<file path="config.mk">
export PLATFORM = sky130hd
export DESIGN_NAME = mux_scan_ctrl_flat
export DESIGN_NICKNAME = d
export VERILOG_FILES = /design/src/rtl/mux_scan_ctrl_if.sv /design/src/rtl/mux_scan_ctrl.sv /design/src/flat_wrapper.sv
export SDC_FILE = /design/constraint.sdc
export NUM_CORES = 1
export LEC_CHECK = 0
export CAP_MARGIN = 20
export CORE_MARGIN = 3
export CORE_UTILIZATION = 45
export DETAILED_ROUTE_END_ITERATION = 6
export PLACE_DENSITY_LB_ADDON = 0.08
export SETUP_SLACK_MARGIN = 0.2
export SLEW_MARGIN = 20
export SYNTH_ARGS = -nofsm -noshare
export SYNTH_HDL_FRONTEND = slang
export SYNTH_SLANG_ARGS = --single-unit
</file>
<file path="constraint.sdc">
create_clock -name clk -period 1.9 [get_ports clk]
set_input_delay 0.19 -clock clk [delete_from_list [all_inputs] [get_ports clk]]
set_output_delay 0.19 -clock clk [all_outputs]
set_load 0.01 [all_outputs]
</file>
<file path="src/rtl/mux_scan_ctrl_if.sv">
// rtl/mux_scan_ctrl_if.sv - scan controller bundle: mux select/sense side and word handshake side.
// Optional parity line is present only when MUX_SCAN_PARITY_EN is defined.
interface mux_scan_ctrl_if;
  logic       start;
  logic       cont;
  logic       O0;
  logic       ready;
  logic [1:0] S;
  logic [3:0] data;
  logic       valid;
  logic       busy;
`ifdef MUX_SCAN_PARITY_EN
  logic       parity;

  modport master (input start, cont, O0, ready, output S, data, valid, busy, parity);
  modport slave  (output start, cont, O0, ready, input S, data, valid, busy, parity);
`else
  modport master (input start, cont, O0, ready, output S, data, valid, busy);
  modport slave  (output start, cont, O0, ready, input S, data, valid, busy);
`endif
endinterface

</file>
<file path="src/rtl/mux_scan_ctrl.sv">
// rtl/mux_scan_ctrl.sv - walks a 4:1 mux select, samples O0 per leg and presents the 4-bit word.
// Optional MUX_SCAN_PARITY_EN adds a registered XOR of the captured word.
module mux_scan_ctrl #(
  parameter int unsigned SETTLE = 0
) (
  input  logic            clk,
  input  logic            rst_n,
  mux_scan_ctrl_if.master bus
);

  typedef enum logic [1:0] {ST_IDLE, ST_SETTLE, ST_SAMPLE, ST_HOLD} state_e;

  localparam logic [2:0] SETTLE_CNT = 3'(SETTLE);
  // With no settle time every select leg goes straight to its sampling cycle.
  localparam state_e SCAN_ENTRY = (SETTLE == 0) ? ST_SAMPLE : ST_SETTLE;

  state_e     state_q, state_d;
  logic [1:0] sel_q, sel_d;
  logic [2:0] cnt_q, cnt_d;
  logic [3:0] data_q, data_d;
`ifdef MUX_SCAN_PARITY_EN
  logic       parity_q, parity_d;
`endif

  always_ff @(posedge clk or negedge rst_n) begin
    if (!rst_n) begin
      state_q  <= ST_IDLE;
      sel_q    <= 2'd0;
      cnt_q    <= 3'd0;
      data_q   <= 4'd0;
`ifdef MUX_SCAN_PARITY_EN
      parity_q <= 1'b0;
`endif
    end else begin
      state_q  <= state_d;
      sel_q    <= sel_d;
      cnt_q    <= cnt_d;
      data_q   <= data_d;
`ifdef MUX_SCAN_PARITY_EN
      parity_q <= parity_d;
`endif
    end
  end

  always_comb begin
    state_d  = state_q;
    sel_d    = sel_q;
    cnt_d    = cnt_q;
    data_d   = data_q;
`ifdef MUX_SCAN_PARITY_EN
    parity_d = parity_q;
`endif
    unique case (state_q)
      ST_IDLE: begin
        if (bus.start) begin
          sel_d   = 2'd0;
          cnt_d   = SETTLE_CNT;
          state_d = SCAN_ENTRY;
        end
      end
      ST_SETTLE: begin
        cnt_d = (cnt_q == 3'd0) ? 3'd0 : cnt_q - 3'd1;
        if (cnt_q <= 3'd1) state_d = ST_SAMPLE;
      end
      ST_SAMPLE: begin
        data_d[sel_q] = bus.O0;
        if (sel_q == 2'd3) begin
          state_d  = ST_HOLD;
`ifdef MUX_SCAN_PARITY_EN
          parity_d = ^data_d;
`endif
        end else begin
          sel_d   = sel_q + 2'd1;
          cnt_d   = SETTLE_CNT;
          state_d = SCAN_ENTRY;
        end
      end
      ST_HOLD: begin
        // start is deliberately not looked at here; only the handshake leaves HOLD.
        if (bus.ready) begin
          sel_d = 2'd0;
          if (bus.cont) begin
            cnt_d   = SETTLE_CNT;
            state_d = SCAN_ENTRY;
          end else begin
            cnt_d   = 3'd0;
            state_d = ST_IDLE;
          end
        end
      end
      default: state_d = ST_IDLE;
    endcase
  end

  always_comb begin
    bus.S      = sel_q;
    bus.data   = data_q;
    bus.valid  = (state_q == ST_HOLD);
    bus.busy   = (state_q != ST_IDLE);
`ifdef MUX_SCAN_PARITY_EN
    bus.parity = parity_q;
`endif
  end

endmodule

</file>
<file path="src/flat_wrapper.sv">
// flat-port wrapper written by rule: the top's interface ports become plain ports
module mux_scan_ctrl_flat 
#(
  parameter int unsigned SETTLE = 0
)
  (clk, rst_n, bus_start, bus_cont, bus_O0, bus_ready, bus_S, bus_data, bus_valid, bus_busy);
  mux_scan_ctrl_if bus_i ();
  input  logic clk;
  input  logic rst_n;
  input wire logic [$bits(bus_i.start)-1:0] bus_start;
  input wire logic [$bits(bus_i.cont)-1:0] bus_cont;
  input wire logic [$bits(bus_i.O0)-1:0] bus_O0;
  input wire logic [$bits(bus_i.ready)-1:0] bus_ready;
  output wire logic [$bits(bus_i.S)-1:0] bus_S;
  output wire logic [$bits(bus_i.data)-1:0] bus_data;
  output wire logic [$bits(bus_i.valid)-1:0] bus_valid;
  output wire logic [$bits(bus_i.busy)-1:0] bus_busy;
  assign bus_i.start = bus_start;
  assign bus_i.cont = bus_cont;
  assign bus_i.O0 = bus_O0;
  assign bus_i.ready = bus_ready;
  assign bus_S = bus_i.S;
  assign bus_data = bus_i.data;
  assign bus_valid = bus_i.valid;
  assign bus_busy = bus_i.busy;
  mux_scan_ctrl #(.SETTLE(SETTLE)) u_core (.clk(clk), .rst_n(rst_n), .bus(bus_i));
endmodule
</file>
After elaboration in Yosys (flattened, before gate mapping)
Index checks and enable logic that the tools add are counted.
W data, S select, Z words.
{ "totals": {"regBits": 11, "input_bits": 6, "out_inout_bits": 8, "wordCells": 43} }
{ "op_classes": {"addsub": 2, "magnitude_cmp": 3, "eq_ne": 8, "muxes": 18, "reduce_logical": 8} }
{ "ops": {"columns": ["cell", "count"], "rows": [
  ["$mux W2", 7],
  ["$mux W3", 4],
  ["$pmux W3 S4", 1],
  ["$pmux W2 S4", 1],
  ["$eq A2 B2 Y1 const B", 3],
  ["$ne A2 B2 Y1 const B", 3],
  ["$pmux W2 S3", 1],
  ["$reduce_and A3 Y1", 2],
  ["$bwmux W4", 1],
  ["$reduce_and A4 Y1", 1],
  ["$le A3 B1 Y1 const B", 1],
  ["$logic_not A3 Y1", 1],
  ["$lt A2 B3 Y1 const B", 1],
  ["$reduce_bool A3 Y1", 1],
  ["$sub A3 B1 Y3 const B", 1],
  ["$add A2 B1 Y2 const B", 1],
  ["$demux W1 S2", 1],
  ["$eq A2 B1 Y1 const B", 1],
  ["$ge A2 B1 Y1 const B", 1],
  ["$logic_not A2 Y1", 1],
  ["$mux W1", 2],
  ["$ne A2 B1 Y1 const B", 1],
  ["$reduce_bool A2 Y1", 1],
  ["$logic_and A1 B1 Y1", 1]
]} }

Logic depth before layout (Yosys ltp)
{ "logic_depth": {"word_depth": 5, "mapped_depth": 6, "ltp_nobuf": 6} }

Least setup slack after synthesis
No wires, ideal clock.
{ "synth_timing": {"path_kind": "register to register", "start": "register u_core.sel_q[0], in the netlist u_core.bus.S[0]", "end": "register u_core.cnt_q[2]", "setup_time_ns": 0.119, "t_arrival_ns": 1.248, "t_required_ns": 1.781, "slack_ns": 0.533, "path_stages_with_launch": 5, "n_path_buf": 0, "period_less_slack_ns": 1.367, "path_cell_list": "dfrtp_1 -> ha_1 -> and2_1 -> o21a_1 -> a21bo_2"} }
{ "synth_via": {"elab_chain_cells": 3} }
{ "synth_lines": {"columns": ["element", "line_no", "text"], "rows": [
  ["start: declaration", "mux_scan_ctrl.sv:18", "logic [1:0] sel_q, sel_d;"],
  ["start signal: assignment", "mux_scan_ctrl.sv:36", "sel_q <= sel_d;"],
  ["$eq A2 B2 Y1", "mux_scan_ctrl.sv:67", "if (sel_q == 2'd3) begin"],
  ["$ne A2 B2 Y1 (no source line)", null, null],
  ["$reduce_and A3 Y1 (no source line)", null, null],
  ["end signal: assignment", "mux_scan_ctrl.sv:37", "cnt_q <= cnt_d;"],
  ["end: declaration", "mux_scan_ctrl.sv:19", "logic [2:0] cnt_q, cnt_d;"]
]} }
No other way between the ends.
A chain may end at the register's enable or synchronous reset.

Worst setup path in the final report
{ "layout_timing": {"start": "register u_core.state_q[0]", "end": "output bus_busy"} }
{ "layout_via": {"elab_chain_cells": 1} }
{ "layout_lines": {"columns": ["element", "line_no", "text"], "rows": [
  ["start: declaration", "mux_scan_ctrl.sv:17", "state_e state_q, state_d;"],
  ["start signal: assignment", "mux_scan_ctrl.sv:35", "state_q <= state_d;"],
  ["$reduce_bool A2 Y1", "mux_scan_ctrl.sv:99", "bus.busy = (state_q != ST_IDLE);"],
  ["end: declaration", "flat_wrapper.sv:17", "output wire logic [$bits(bus_i.busy)-1:0] bus_busy;"]
]} }
No other way between the ends.

==> flow_summary_export.csv <==
group,metric,value,unit
timing,slew_headroom,67.9,%
run,cap_violations,0,
synthesis,synthTopCellsByArea,"dfrtp_1 (41%), ha_1 (11%), mux2_2 (6.7%)",
power_and_ir_drop,combPwrFrac,52.3,%
worst_setup_path,path_max_fanout,4,
worst_setup_path,required,1.71,ns
timing,worst_slack,0.254,ns
final_layout,fin_nets,98,
timing,min_period,1.65,ns
synthesis,postSynthCellCount,67,
final_layout,fin_area,855,um^2
floorplan,pin_count,14,
clock_tree,cts_tree,"built",
worst_hold_path,hold_class,"input port to async pin",
route,drt-initial-drc-count,2,
timing,fmaxAchievable,0.607,GHz
synthesis,synth_cell_type_count,27,
route,dr.pass1.iters,4,
floorplan,die_area,1980,um^2
global_route,grt_util_met1,20.0,%
global_route,busiest_layer,"met2",
global_route,grt_usage,15.1,%
synthesis,postSynthAreaPerCell,9.97,um^2
floorplan,start_util,49.5,%
synthesis,netlist_area,668,um^2
floorplan,rows,13,
floorplan,fp.dieH,44.5,um
final_layout,num_antenna_cells,0,
global_route,grt.met3_usage,7.32,%
synthesis,synth_edf_count,0,
worst_setup_path,end_kind,"output port",
final_layout,post-route-util,63.3,%
final_layout,drive_gt1_share,22.4,%
timing,tns,0,ns
route,drc,0,
power_and_ir_drop,pwr-share-clk,13.4,%
clock_tree,cts_root_buf,"clkbuf_4",
clock_tree,cts_max_path_buffers,2,
clock_tree,h-tree-depth,1,
place,post_dp_cell_area,802,um^2
clock_tree,hold_buffers,0,
power_and_ir_drop,power.density,1360,nW/um^2
global_route,grt_pass1_vias,495,
worst_setup_path,startpoint_type,"register",
timing,final_max_slew_viol_count,0,
outcome,status,"finished, final reports clean",
power_and_ir_drop,seq_power_share,34.2,%
place,dp_hpwl,873,um
power_and_ir_drop,internal_power,0.000737,W
global_route,grt_antenna_before_repair,0,
place,place.gp.congestion,0.730,
clock_tree,clock_latency,0.27,ns
route,vias,519,
power_and_ir_drop,p_leak,0.383,nW
floorplan,die_w,44.5,um
power_and_ir_drop,peakVddDrop,0.000849,V
synthesis,ys.warnings.count,0,
worst_setup_path,worstReg2RegStart,"u_core.bus.S[0]$_DFFE_PN0P_",
synthesis,syn_nets,79,
synthesis,synth_largest_area_cell,"dfrtp_1",
timing,setup_viol,0,
worst_setup_path,worstSetupPathType,"register to output port",
worst_setup_path,worst-r2r-cell-count,4,
clock_tree,clk_pin_slew,0.07,ns
synthesis,ys_ff_latch,11,
global_route,grt_use_met2,21.2,%
synthesis,ys.flop_type,"dfrtp_1",
route,antenna_left,0,
power_and_ir_drop,power_switching_share,36.5,%
place,place_ws,0.418,ns
global_route,grt_pass1_wl,2170,um
synthesis,async_reset_ff_share,100,%
synthesis,yosysMostFrequentCell,"dfrtp_1",
route,vias_per_cell,5.19,
timing,finClkSkew,0.00127,ns
timing,post-route-period-util,86.6,%
worst_setup_path,worstSetupStartpoint,"u_core.state_q[0]$_DFFE_PN0P_",
worst_setup_path,endpoint,"bus_busy",
synthesis,synth_commonest_cells,"dfrtp_1 (11), nand2_1 (7), ha_1 (6), inv_1 (6)",
clock_tree,cts_inserted_buffers,3,
synthesis,yosysSeqAreaShare,41.2,%
timing,hold_violations,0,
timing,worst_pin_slew,0.479,ns
synthesis,synth_top_area_share,41.2,%
final_layout,syn_to_final_growth,27.9,%
worst_setup_path,cp.arrival,1.46,ns
power_and_ir_drop,switchingPower,0.000424,W
timing,grt_setup_unrepaired,"no",
route,wirelength,1260,um
route,wire_per_inst,12.6,um
global_route,grt_start_max_net_pins,12,
global_route,grt_overflow,0,
place,numPortBuffers,13,
clock_tree,clock-sinks,11,
floorplan,core_area,1350,um^2
worst_setup_path,r2r_end,"u_core.cnt_q[2]$_DFFE_PN0P_",
worst_setup_path,r2r_slack,0.46,ns
how the worst min path moves through the flow:
stage / start / end / slack (ns) / cells past startpoint
after floorplan: rst_n / u_core.bus.S[0]$_DFFE_PN0P_ / -0.11 / 0
after detailed placement: u_core.bus.data[3]$_DFFE_PN0P_ / u_core.bus.data[3]$_DFFE_PN0P_ / 0.50 / 1
final: rst_n / u_core.bus.S[1]$_DFFE_PN0P_ / 0.25 / 1
after global placement: u_core.bus.data[1]$_DFFE_PN0P_ / u_core.bus.data[1]$_DFFE_PN0P_ / 0.49 / 1
after CTS: rst_n / u_core.bus.data[2]$_DFFE_PN0P_ / 0.25 / 1
after global routing: rst_n / u_core.bus.data[2]$_DFFE_PN0P_ / 0.25 / 1
power groups by stage:
stage	registers, W	logic, W	clock network (W)
finish	0.000398	0.000608	0.000156
global route	0.000413	0.000669	0.000174
CTS	0.000397	0.000611	0.000165
detailed placement	0.000422	0.000543	0
global placement	0.000418	0.000541	0
floorplan	0.000411	0.000336	0
per-layer routing:
| layer | share of wire, % | vias up |
|---|---|---|
| li1 | - | 264 |
| met1 | 48 | 241 |
| met2 | 45 | 12 |
| met3 | 6.0 | 2 |
| met4 | 0.80 | 0 |
| met5 | 0 | - |
what timing repair did:
| action | in CTS | in global routing |
|---|---|---|
| setup buffers | 3 | 0 |
| hold endpoints to repair | 0 | 0 |
| setup endpoints to repair | 2 | 0 |
| resized for setup | 2 | 0 |
critical path, cell delays in order, from the launching register on:
cell and delay, ns:
dfrtp_2 0.42, or2_2 0.29, clkdlybuf4s50_1 0.47
cells in the final DEF (no fill, tap or decap), drive strengths merged:
master and n:
nor3 2, or3b 1, and2 2, mux2 4, a21oi 3, nand2 7
dfrtp 11, or2 3, o21a 1, clkdlybuf4s50 13, a21bo 1, clkbuf 3
buf 3, clkinv 1, o21ai 4, a221oi 1, ha 6, inv 6
nand4b 1, nor2b 2, a21o 1, nand3b 1, a31oi 1, o211a 1
nand3 1, nand2b 1, a32oi 1, o2bb2ai 1, nor2 2
metrics by stage:
stage | hold slack, ns | total power (W) | cells
after floorplan | -0.106 | 0.000748 | 67
after global placement | 0.490 | 0.000959 | 93
after detailed placement | 0.498 | 0.000966 | 93
after CTS | 0.248 | 0.00117 | 100
after global routing | 0.255 | 0.00126 | 100
final | 0.245 | 0.00116 | 100
final cells by class:
class	count	area (um^2)
fillers	117	495
well taps	15	18.8
flip-flops and latches	11	278
repair buffers	16	153
multi-input cells	48	355
inverters	6	22.5
clock buffers	3	22.5
clock inverters	1	5.00
sequential cells by signal (all words and copies together) (netlist names):
register	flops
u_core.cnt_q	3
u_core.state_q	2
u_core.bus.S	2
u_core.bus.data	4
kinds of logic after synthesis:
logic type / count (synthesis) / share of synthesized area [%]
fa+ha+maj: 6 / 11.2
mux: 4 / 6.74
compound gates: 15 / 16.3
simple gates: 23 / 18.9
flops: 11 / 41.2
buf+inv: 8 / 5.62
Power figures use the tool's default switching activity.
